`src/rtl/muldiv_pkg.sv`:
```
// rtl/muldiv_pkg.sv - shared funct codes, state encoding and product helper for hilo_muldiv
package muldiv_pkg;

   localparam logic [5:0] FUNCT_MULT  = 6'h18;
   localparam logic [5:0] FUNCT_MULTU = 6'h19;
   localparam logic [5:0] FUNCT_DIV   = 6'h1A;
   localparam logic [5:0] FUNCT_DIVU  = 6'h1B;

   localparam logic [1:0] MT_WRITE = 2'b11;

   typedef enum logic {
      IDLE = 1'b0,
      DIV  = 1'b1
   } muldiv_state_e;

   // 64-bit product; sign extension to 64 bits makes the truncated product correct for MULT
   function automatic logic [63:0] mul64(input logic [31:0] a, input logic [31:0] b,
                                         input logic is_signed);
      logic [63:0] ea;
      logic [63:0] eb;
      ea = {(is_signed ? {32{a[31]}} : 32'h0), a};
      eb = {(is_signed ? {32{b[31]}} : 32'h0), b};
      return ea * eb;
   endfunction

endpackage

```
`src/rtl/hilo_muldiv_if.sv`:
```
// rtl/hilo_muldiv_if.sv - issue/result bundle between the pipeline and the HI/LO unit
interface hilo_muldiv_if;
   import muldiv_pkg::*;

   logic        start;
   logic [5:0]  funct;
   logic [31:0] rs_data;
   logic [31:0] rt_data;
   logic [1:0]  HI_write;
   logic [1:0]  LO_write;
   logic [31:0] hi;
   logic [31:0] lo;
   logic        busy;
   logic        done;

   modport master (
      output start, funct, rs_data, rt_data, HI_write, LO_write,
      input  hi, lo, busy, done
   );

   modport slave (
      input  start, funct, rs_data, rt_data, HI_write, LO_write,
      output hi, lo, busy, done
   );

endinterface

```
`src/rtl/divider_core.sv`:
```
// rtl/divider_core.sv - unsigned restoring divider, one quotient bit per step, MSB first
module divider_core (
   input  logic        clk,
   input  logic        reset,
   input  logic        load,
   input  logic        step,
   input  logic [31:0] dividend,
   input  logic [31:0] divisor,
   output logic [31:0] quotient,
   output logic [31:0] remainder,
   output logic        last
);

   logic [31:0] rem_q;
   logic [31:0] quo_q;
   logic [31:0] div_q;
   logic [5:0]  cnt_q;

   logic [32:0] shifted;
   logic [31:0] rem_n;
   logic [31:0] quo_n;

   // Next partial remainder/quotient; the result fits in 32 bits whenever we subtract
   always_comb begin
      shifted = {rem_q, quo_q[31]};
      rem_n   = shifted[31:0];
      quo_n   = {quo_q[30:0], 1'b0};
      if (shifted >= {1'b0, div_q}) begin
         rem_n = shifted[31:0] - div_q;
         quo_n = {quo_q[30:0], 1'b1};
      end
   end

   // Outputs are the post-step values so the parent can capture them on the final edge
   assign quotient  = quo_n;
   assign remainder = rem_n;
   assign last      = (cnt_q == 6'd31);

   // Load operands on issue, then advance one iteration per step
   always_ff @(posedge clk) begin
      if (reset) begin
         rem_q <= 32'h0;
         quo_q <= 32'h0;
         div_q <= 32'h0;
         cnt_q <= 6'd0;
      end else if (load) begin
         rem_q <= 32'h0;
         quo_q <= dividend;
         div_q <= divisor;
         cnt_q <= 6'd0;
      end else if (step) begin
         rem_q <= rem_n;
         quo_q <= quo_n;
         cnt_q <= cnt_q + 6'd1;
      end
   end

endmodule

```
`src/rtl/hilo_muldiv.sv`:
```
// rtl/hilo_muldiv.sv - HI/LO register unit with single-cycle multiply and 32-cycle divide
module hilo_muldiv
   import muldiv_pkg::*;
(
   input  logic              clk,
   input  logic              reset,
   hilo_muldiv_if.slave      bus
);

   muldiv_state_e state;
   logic [31:0]   hi_q;
   logic [31:0]   lo_q;
   logic          done_q;

   logic          q_neg;
   logic          r_neg;
   logic          b_zero;
   logic [31:0]   a_orig;

   logic          is_mul;
   logic          is_div;
   logic          accept;
   logic          div_signed;
   logic [31:0]   abs_a;
   logic [31:0]   abs_b;
   logic [63:0]   product;

   logic [31:0]   core_quo;
   logic [31:0]   core_rem;
   logic          core_last;
   logic [31:0]   quo_fix;
   logic [31:0]   rem_fix;

   // Decode the issue; only IDLE accepts a recognised funct
   always_comb begin
      is_mul     = (bus.funct == FUNCT_MULT) || (bus.funct == FUNCT_MULTU);
      is_div     = (bus.funct == FUNCT_DIV)  || (bus.funct == FUNCT_DIVU);
      accept     = (state == IDLE) && bus.start && (is_mul || is_div);
      div_signed = (bus.funct == FUNCT_DIV);
      abs_a      = (div_signed && bus.rs_data[31]) ? (32'h0 - bus.rs_data) : bus.rs_data;
      abs_b      = (div_signed && bus.rt_data[31]) ? (32'h0 - bus.rt_data) : bus.rt_data;
      product    = mul64(bus.rs_data, bus.rt_data, bus.funct == FUNCT_MULT);
   end

   divider_core u_core (
      .clk       (clk),
      .reset     (reset),
      .load      (accept && is_div),
      .step      (state == DIV),
      .dividend  (abs_a),
      .divisor   (abs_b),
      .quotient  (core_quo),
      .remainder (core_rem),
      .last      (core_last)
   );

   // Sign fix-up; divide by zero bypasses it so hi keeps the original signed dividend
   always_comb begin
      quo_fix = q_neg ? (32'h0 - core_quo) : core_quo;
      rem_fix = r_neg ? (32'h0 - core_rem) : core_rem;
      if (b_zero) begin
         quo_fix = 32'hFFFF_FFFF;
         rem_fix = a_orig;
      end
   end

   // State, HI/LO and done; the division result is assigned last so it overrides a concurrent MT write
   always_ff @(posedge clk) begin
      if (reset) begin
         state  <= IDLE;
         hi_q   <= 32'h0;
         lo_q   <= 32'h0;
         done_q <= 1'b0;
         q_neg  <= 1'b0;
         r_neg  <= 1'b0;
         b_zero <= 1'b0;
         a_orig <= 32'h0;
      end else begin
         done_q <= 1'b0;
         if (accept) begin
            if (is_mul) begin
               hi_q   <= product[63:32];
               lo_q   <= product[31:0];
               done_q <= 1'b1;
            end else begin
               q_neg  <= div_signed && (bus.rs_data[31] ^ bus.rt_data[31]);
               r_neg  <= div_signed && bus.rs_data[31];
               b_zero <= (bus.rt_data == 32'h0);
               a_orig <= bus.rs_data;
               state  <= DIV;
            end
         end else begin
            if (bus.HI_write == MT_WRITE) hi_q <= bus.rs_data;
            if (bus.LO_write == MT_WRITE) lo_q <= bus.rs_data;
            if ((state == DIV) && core_last) begin
               hi_q   <= rem_fix;
               lo_q   <= quo_fix;
               done_q <= 1'b1;
               state  <= IDLE;
            end
         end
      end
   end

   assign bus.hi   = hi_q;
   assign bus.lo   = lo_q;
   assign bus.done = done_q;
   assign bus.busy = (state == DIV);

endmodule

```
`src/flat_wrapper.sv`:
```
// flat-port wrapper written by rule: the top's interface ports become plain ports
module hilo_muldiv_flat import muldiv_pkg::*;
  (clk, reset, bus_start, bus_funct, bus_rs_data, bus_rt_data, bus_HI_write, bus_LO_write, bus_hi, bus_lo, bus_busy, bus_done);
  hilo_muldiv_if bus_i ();
  input  logic clk;
  input  logic reset;
  input wire logic [$bits(bus_i.start)-1:0] bus_start;
  input wire logic [$bits(bus_i.funct)-1:0] bus_funct;
  input wire logic [$bits(bus_i.rs_data)-1:0] bus_rs_data;
  input wire logic [$bits(bus_i.rt_data)-1:0] bus_rt_data;
  input wire logic [$bits(bus_i.HI_write)-1:0] bus_HI_write;
  input wire logic [$bits(bus_i.LO_write)-1:0] bus_LO_write;
  output wire logic [$bits(bus_i.hi)-1:0] bus_hi;
  output wire logic [$bits(bus_i.lo)-1:0] bus_lo;
  output wire logic [$bits(bus_i.busy)-1:0] bus_busy;
  output wire logic [$bits(bus_i.done)-1:0] bus_done;
  assign bus_i.start = bus_start;
  assign bus_i.funct = bus_funct;
  assign bus_i.rs_data = bus_rs_data;
  assign bus_i.rt_data = bus_rt_data;
  assign bus_i.HI_write = bus_HI_write;
  assign bus_i.LO_write = bus_LO_write;
  assign bus_hi = bus_i.hi;
  assign bus_lo = bus_i.lo;
  assign bus_busy = bus_i.busy;
  assign bus_done = bus_i.done;
  hilo_muldiv u_core (.clk(clk), .reset(reset), .bus(bus_i));
endmodule
```
`config.mk`:
```
export PLATFORM = sky130hd
export DESIGN_NAME = hilo_muldiv_flat
export DESIGN_NICKNAME = d
export VERILOG_FILES = /design/src/rtl/muldiv_pkg.sv /design/src/rtl/hilo_muldiv_if.sv /design/src/rtl/divider_core.sv /design/src/rtl/hilo_muldiv.sv /design/src/flat_wrapper.sv
export SDC_FILE = /design/constraint.sdc
export NUM_CORES = 2
export LEC_CHECK = 0
export ABC_AREA = 1
export CAP_MARGIN = 0
export CORE_MARGIN = 3
export CORE_UTILIZATION = 39
export DETAILED_ROUTE_END_ITERATION = 8
export PLACE_DENSITY = 0.52
export SLEW_MARGIN = 30
export SYNTH_ARGS = -nofsm -noshare
export SYNTH_HDL_FRONTEND = slang
export SYNTH_HIERARCHICAL = 1
export SYNTH_SLANG_ARGS = --single-unit
```
`constraint.sdc`:
```
create_clock -name clk -period 10.85 [get_ports clk]
set_clock_uncertainty 0.05 [all_clocks]
set_input_delay 2.17 -clock clk [delete_from_list [all_inputs] [get_ports clk]]
set_output_delay 2.17 -clock clk [all_outputs]
set_load 0.02 [all_outputs]
```
==> impl_summary.txt <==
----------------------------------------------------
[Layout]
  Area Growth Syn to Fin ... 13.7%
  Net count reported at finish ... around 11,000
  Fraction of the core area covered by cells at the end of the flow ... 44.9%
  Fraction of layout instances using a drive strength above 1 ... between 10% and 20%

[Drt]
  Count of routing violations after the opening detailed-route iteration ... 3,859
  Vias after detailed routing ... approximately 55,000
  Residual DRC count ... 0
  Post-DR wirelength/cell ... between 20 and 25 um
  Final wirelength ... about 250,000 um
  Total iterations of the first detailed-routing run ... 6
  Number of nets with antenna violations after routing ... 0
  Detail-routed via count per cell ... roughly 5.0

[Global route]
  GRT Resource Usage Total ... slightly above 30%
  Wire length of the first global-routing pass ... around 380,000 um
  Vias in the first global route ... slightly below 60,000
  Largest net degree at the start of global routing ... 84
  Number of antenna violations at the first check in global routing ... 17
  Total congestion overflow after global routing ... 0

[Critical path]
  Type of origin of the critical path ... input port
  Buf/Inv on CP ... 13
  Worst reg2reg setup slack ... between 5 and 6 ns
  Critical path's most frequent cell ... sky130_fd_sc_hd__fa_1
  Stages on the worst setup path ... 35
  Capture point of the worst reg-to-reg path ... u_core/bus.hi[30]
  Highest net fanout along the worst path ... 27
  Top delay family on crit path ... adder cells
  Delay of the slowest critical-path stage ... about 0.57 ns
  Worst Setup Path Type ... in2reg
  Data required time of the worst path ... 11.29 ns
  Slowest stage cell, crit path ... sky130_fd_sc_hd__fa_1
  Critical R2R Launch ... u_core/u_core/rem_q[1]
  Length in cells of the worst reg-to-reg path ... 23
  CP Data Arrival Time ... 10.99 ns
  Critical path capture point type ... flop
  Setup crit start ... bus_funct[3]

[Timing]
  Transition time of the tightest slew-check pin ... around 1 ns
  Final clock period utilization by the worst path ... 97.2%
  Worst slew margin ... between 30% and 40%
  Max Freq ... ~95 MHz
  Setup repair after global routing missed its margin ... yes
  Number of slew-limit violations in the final report ... 0
  Minimum setup slack in the final design ... roughly 0.30 ns
  Hold slack final ... about 0.4 ns
  Setup violation total in the final timing report ... 0
  Final-report hold violation count ... 0
  Time the final worst path needs with I/O delays and setup ... around 11 ns

[Clock tree]
  CTS max path bufs ... 3
  H-tree depth ... 1
  TritonCTS clock tree ... done
  Buffer cell driving the clock tree root ... sky130_fd_sc_hd__clkbuf_16
  Clock-pin slew on the worst setup and hold paths ... roughly 0.06 ns
  Number of clock buffers inserted by TritonCTS ... 25
  Clock insertion delay at the later pin of the skew report ... approximately 0.56 ns
  Number of sinks on the clock net ... approximately 200

[Floorplanning]
  Initial cell density of the core ... roughly two fifths
  Standard-cell rows ... between 100 and 150
  Ports ... roughly 140
  Core Area ... 0.164 mm^2
  Overall die width ... between 400 and 500 um
  Y dimension of the die ... slightly above 400 um
  Die Footprint ... approximately 0.17 mm^2

[Synthesis]
  Leading register cell type out of synthesis ... sky130_fd_sc_hd__dfxtp_1
  Summed instance area of the synthesized netlist ... 0.0645 mm^2
  Sequential-to-total area share from yosys stat ... under 10%
  Syn. warnings ... 6
  Number of distinct standard cells referenced by the synthesized netlist ... slightly below 70
  Async set-reset flop share out of synthesis ... 0%
  Synthesis-stage register bit count ... a little over 200
  Synth Instances ... between 8,000 and 9,000
  Number of flops mapped to enable cells by yosys ... 0
  Syn Area/Cell ... between 7 and 8 um^2
  Post-synthesis net count ... between 10,000 and 15,000

[Worst hold path]
  Cells on Worst Hold Path ... 2
  Class of the worst hold path ... reg2reg
  Capture endpoint of the worst hold path ... u_core/a_orig[17]
  Startpoint of the tightest hold check path ... u_core/a_orig[17]

[Place]
  Final weighted congestion in routability-driven placement ... between 1 and 1.5
  Sum of net half-perimeters after detailed placement ... 218,000 um
  Port buffer count ... ~140
  DP Worst Slack ... -0.791 ns

[Outcome]
  Status ... completed

[Job]
  Number of max-cap violations ... 0

----------------------------------------------------
## state kept, by name, summed over array words and instances (netlist names)
name and flops:
u_core/bus.done 1, u_core/r_neg 1, u_core/u_core/cnt_q 6, u_core/bus.lo 32
u_core/q_neg 1, u_core/a_orig 32, u_core/u_core/div_q 32, u_core/u_core/quo_q 32
u_core/bus.hi 32, u_core/u_core/rem_q 32, u_core/b_zero 1, u_core/bus.busy 1
## cells in the mapped netlist, types with 5 or more instances
library cell	number	area, um^2
sky130_fd_sc_hd__a211oi_1	5	37.5
sky130_fd_sc_hd__a21o_1	11	82.6
sky130_fd_sc_hd__a21oi_1	304	1520
sky130_fd_sc_hd__a31oi_1	31	194
sky130_fd_sc_hd__and2_1	10	62.6
sky130_fd_sc_hd__buf_1	79	297
sky130_fd_sc_hd__buf_2	25	125
sky130_fd_sc_hd__buf_4	34	255
sky130_fd_sc_hd__buf_6	8	90.1
sky130_fd_sc_hd__clkbuf_1	256	961
sky130_fd_sc_hd__dfxtp_1	203	4060
sky130_fd_sc_hd__fa_1	1420	28400
sky130_fd_sc_hd__ha_1	346	4330
sky130_fd_sc_hd__inv_1	2383	8940
sky130_fd_sc_hd__inv_2	12	45.0
sky130_fd_sc_hd__nand2_1	1797	6750
sky130_fd_sc_hd__nand2_2	34	213
sky130_fd_sc_hd__nand3_1	202	1010
sky130_fd_sc_hd__nand3_2	22	220
sky130_fd_sc_hd__nand3b_1	17	128
sky130_fd_sc_hd__nand4_1	25	156
sky130_fd_sc_hd__nor2_1	473	1780
sky130_fd_sc_hd__nor2_2	12	75.1
sky130_fd_sc_hd__nor2_4	6	67.6
sky130_fd_sc_hd__nor3_1	87	435
sky130_fd_sc_hd__nor3_2	5	50.1
sky130_fd_sc_hd__nor4_1	12	75.1
sky130_fd_sc_hd__o2111ai_1	7	61.3
sky130_fd_sc_hd__o211ai_1	25	188
sky130_fd_sc_hd__o21a_1	7	52.6
sky130_fd_sc_hd__o21ai_0	275	1380
sky130_fd_sc_hd__o21ai_1	17	85.1
sky130_fd_sc_hd__o21bai_1	17	128
sky130_fd_sc_hd__o221ai_1	30	263
sky130_fd_sc_hd__o22ai_1	12	75.1
sky130_fd_sc_hd__o31ai_1	11	82.6
sky130_fd_sc_hd__or2_2	19	119
sky130_fd_sc_hd__xnor2_1	34	298
sky130_fd_sc_hd__xor2_1	94	823
## timing repair
item | CTS | global route
resized for setup | 3 | 122
setup buffers | 0 | 4
cloned | 0 | 0
setup endpoints to repair | 2 | 25
hold buffers | 0 | 0
pin swaps | 0 | 30
## layout make-up
cell class	instances	area (um^2)
clock buffers	37	691
well taps	2175	2720
repair buffers	803	6710
fillers	16700	90100
multi-input cells	5415	50100
clock inverters	7	76.3
flip-flops and latches	203	4070
diodes	6	15.0
inverters	2400	9020
## worst max path at each step
stage | endpoint
global route | u_core/bus.hi[28]
finish | u_core/bus.hi[27]
global placement | u_core/bus.hi[12]
CTS | u_core/bus.hi[20]
floorplan | u_core/bus.hi[23]
detailed placement | u_core/bus.hi[12]
## cell usage in the layout (no fill, tap or decap), types with 17 or more instances in the layout
cell,n
sky130_fd_sc_hd__nor2_1,440
sky130_fd_sc_hd__clkbuf_16,25
sky130_fd_sc_hd__o21bai_1,17
sky130_fd_sc_hd__nand3_1,196
sky130_fd_sc_hd__xnor2_1,33
sky130_fd_sc_hd__dfxtp_1,202
sky130_fd_sc_hd__a31oi_1,27
sky130_fd_sc_hd__nand3_2,27
sky130_fd_sc_hd__nor2_2,41
sky130_fd_sc_hd__o221ai_1,30
sky130_fd_sc_hd__xor2_1,94
sky130_fd_sc_hd__ha_1,335
sky130_fd_sc_hd__buf_2,56
sky130_fd_sc_hd__nand2_2,38
sky130_fd_sc_hd__nand4_1,25
sky130_fd_sc_hd__inv_1,2372
sky130_fd_sc_hd__nor3_1,81
sky130_fd_sc_hd__o21ai_0,264
sky130_fd_sc_hd__fa_1,1404
sky130_fd_sc_hd__buf_12,48
sky130_fd_sc_hd__inv_2,21
sky130_fd_sc_hd__nand2_1,1793
sky130_fd_sc_hd__buf_4,612
sky130_fd_sc_hd__or2_2,19
sky130_fd_sc_hd__a21oi_1,288
sky130_fd_sc_hd__nand3b_1,17
sky130_fd_sc_hd__o211ai_1,25
sky130_fd_sc_hd__a21oi_2,20
sky130_fd_sc_hd__clkdlybuf4s50_1,86
sky130_fd_sc_hd__o21ai_1,26
## worst reg2reg max path, cell delays in order, from the launching register on
cell	delay [ns]
sky130_fd_sc_hd__dfxtp_1	0.33
sky130_fd_sc_hd__ha_1	0.40
sky130_fd_sc_hd__nand2_1	0.26
sky130_fd_sc_hd__nor2_2	0.07
sky130_fd_sc_hd__nand3_1	0.11
sky130_fd_sc_hd__nand3_2	0.16
sky130_fd_sc_hd__nand2_4	0.11
sky130_fd_sc_hd__nand2_4	0.05
sky130_fd_sc_hd__nand2_4	0.35
sky130_fd_sc_hd__nand2_8	0.42
sky130_fd_sc_hd__nand2_2	0.20
sky130_fd_sc_hd__nand2_2	0.07
sky130_fd_sc_hd__inv_1	0.10
sky130_fd_sc_hd__ha_1	0.20
sky130_fd_sc_hd__nand3_1	0.18
sky130_fd_sc_hd__nor2_1	0.20
sky130_fd_sc_hd__nand4_1	0.21
sky130_fd_sc_hd__nand2_1	0.14
sky130_fd_sc_hd__o21ai_0	0.19
sky130_fd_sc_hd__nor2_1	0.18
sky130_fd_sc_hd__xor2_1	0.54
sky130_fd_sc_hd__o21ai_0	0.17
sky130_fd_sc_hd__a21oi_1	0.35
sky130_fd_sc_hd__a21oi_1	0.11
## metal layers
layer / track usage [%] / up-vias / routed length (um)
met5: 0 / - / 8
li1: - / 25200 / -
met2: 51.7 / 1671 / 121000
met3: 3.09 / 383 / 13800
met1: 39.5 / 27700 / 106000
met4: 11.8 / 2 / 12600
## cell families after synthesis
kind of cell,share of synthesized area [%]
adder cells (fa/ha/maj),50.8
AND/OR/NAND/NOR,17.6
buffers and inverters,16.8
AO/OA/AOI/OAI,6.82
XOR/XNOR,1.74
flip-flops,6.30
## metrics by stage
stage | cells | instance area [um^2] | setup TNS [ns]
after global placement | 11000 | 72100 | -8.49
after detailed placement | 11000 | 72100 | -10.10
after floorplan | 8425 | 64500 | 0
after global routing | 11000 | 73400 | -0.351
final | 11000 | 73400 | 0
after CTS | 11000 | 72900 | 0
Power is left out: the tool's default activity adds up to more than one toggle a clock period on the data nets, which glitch-free logic cannot reach.
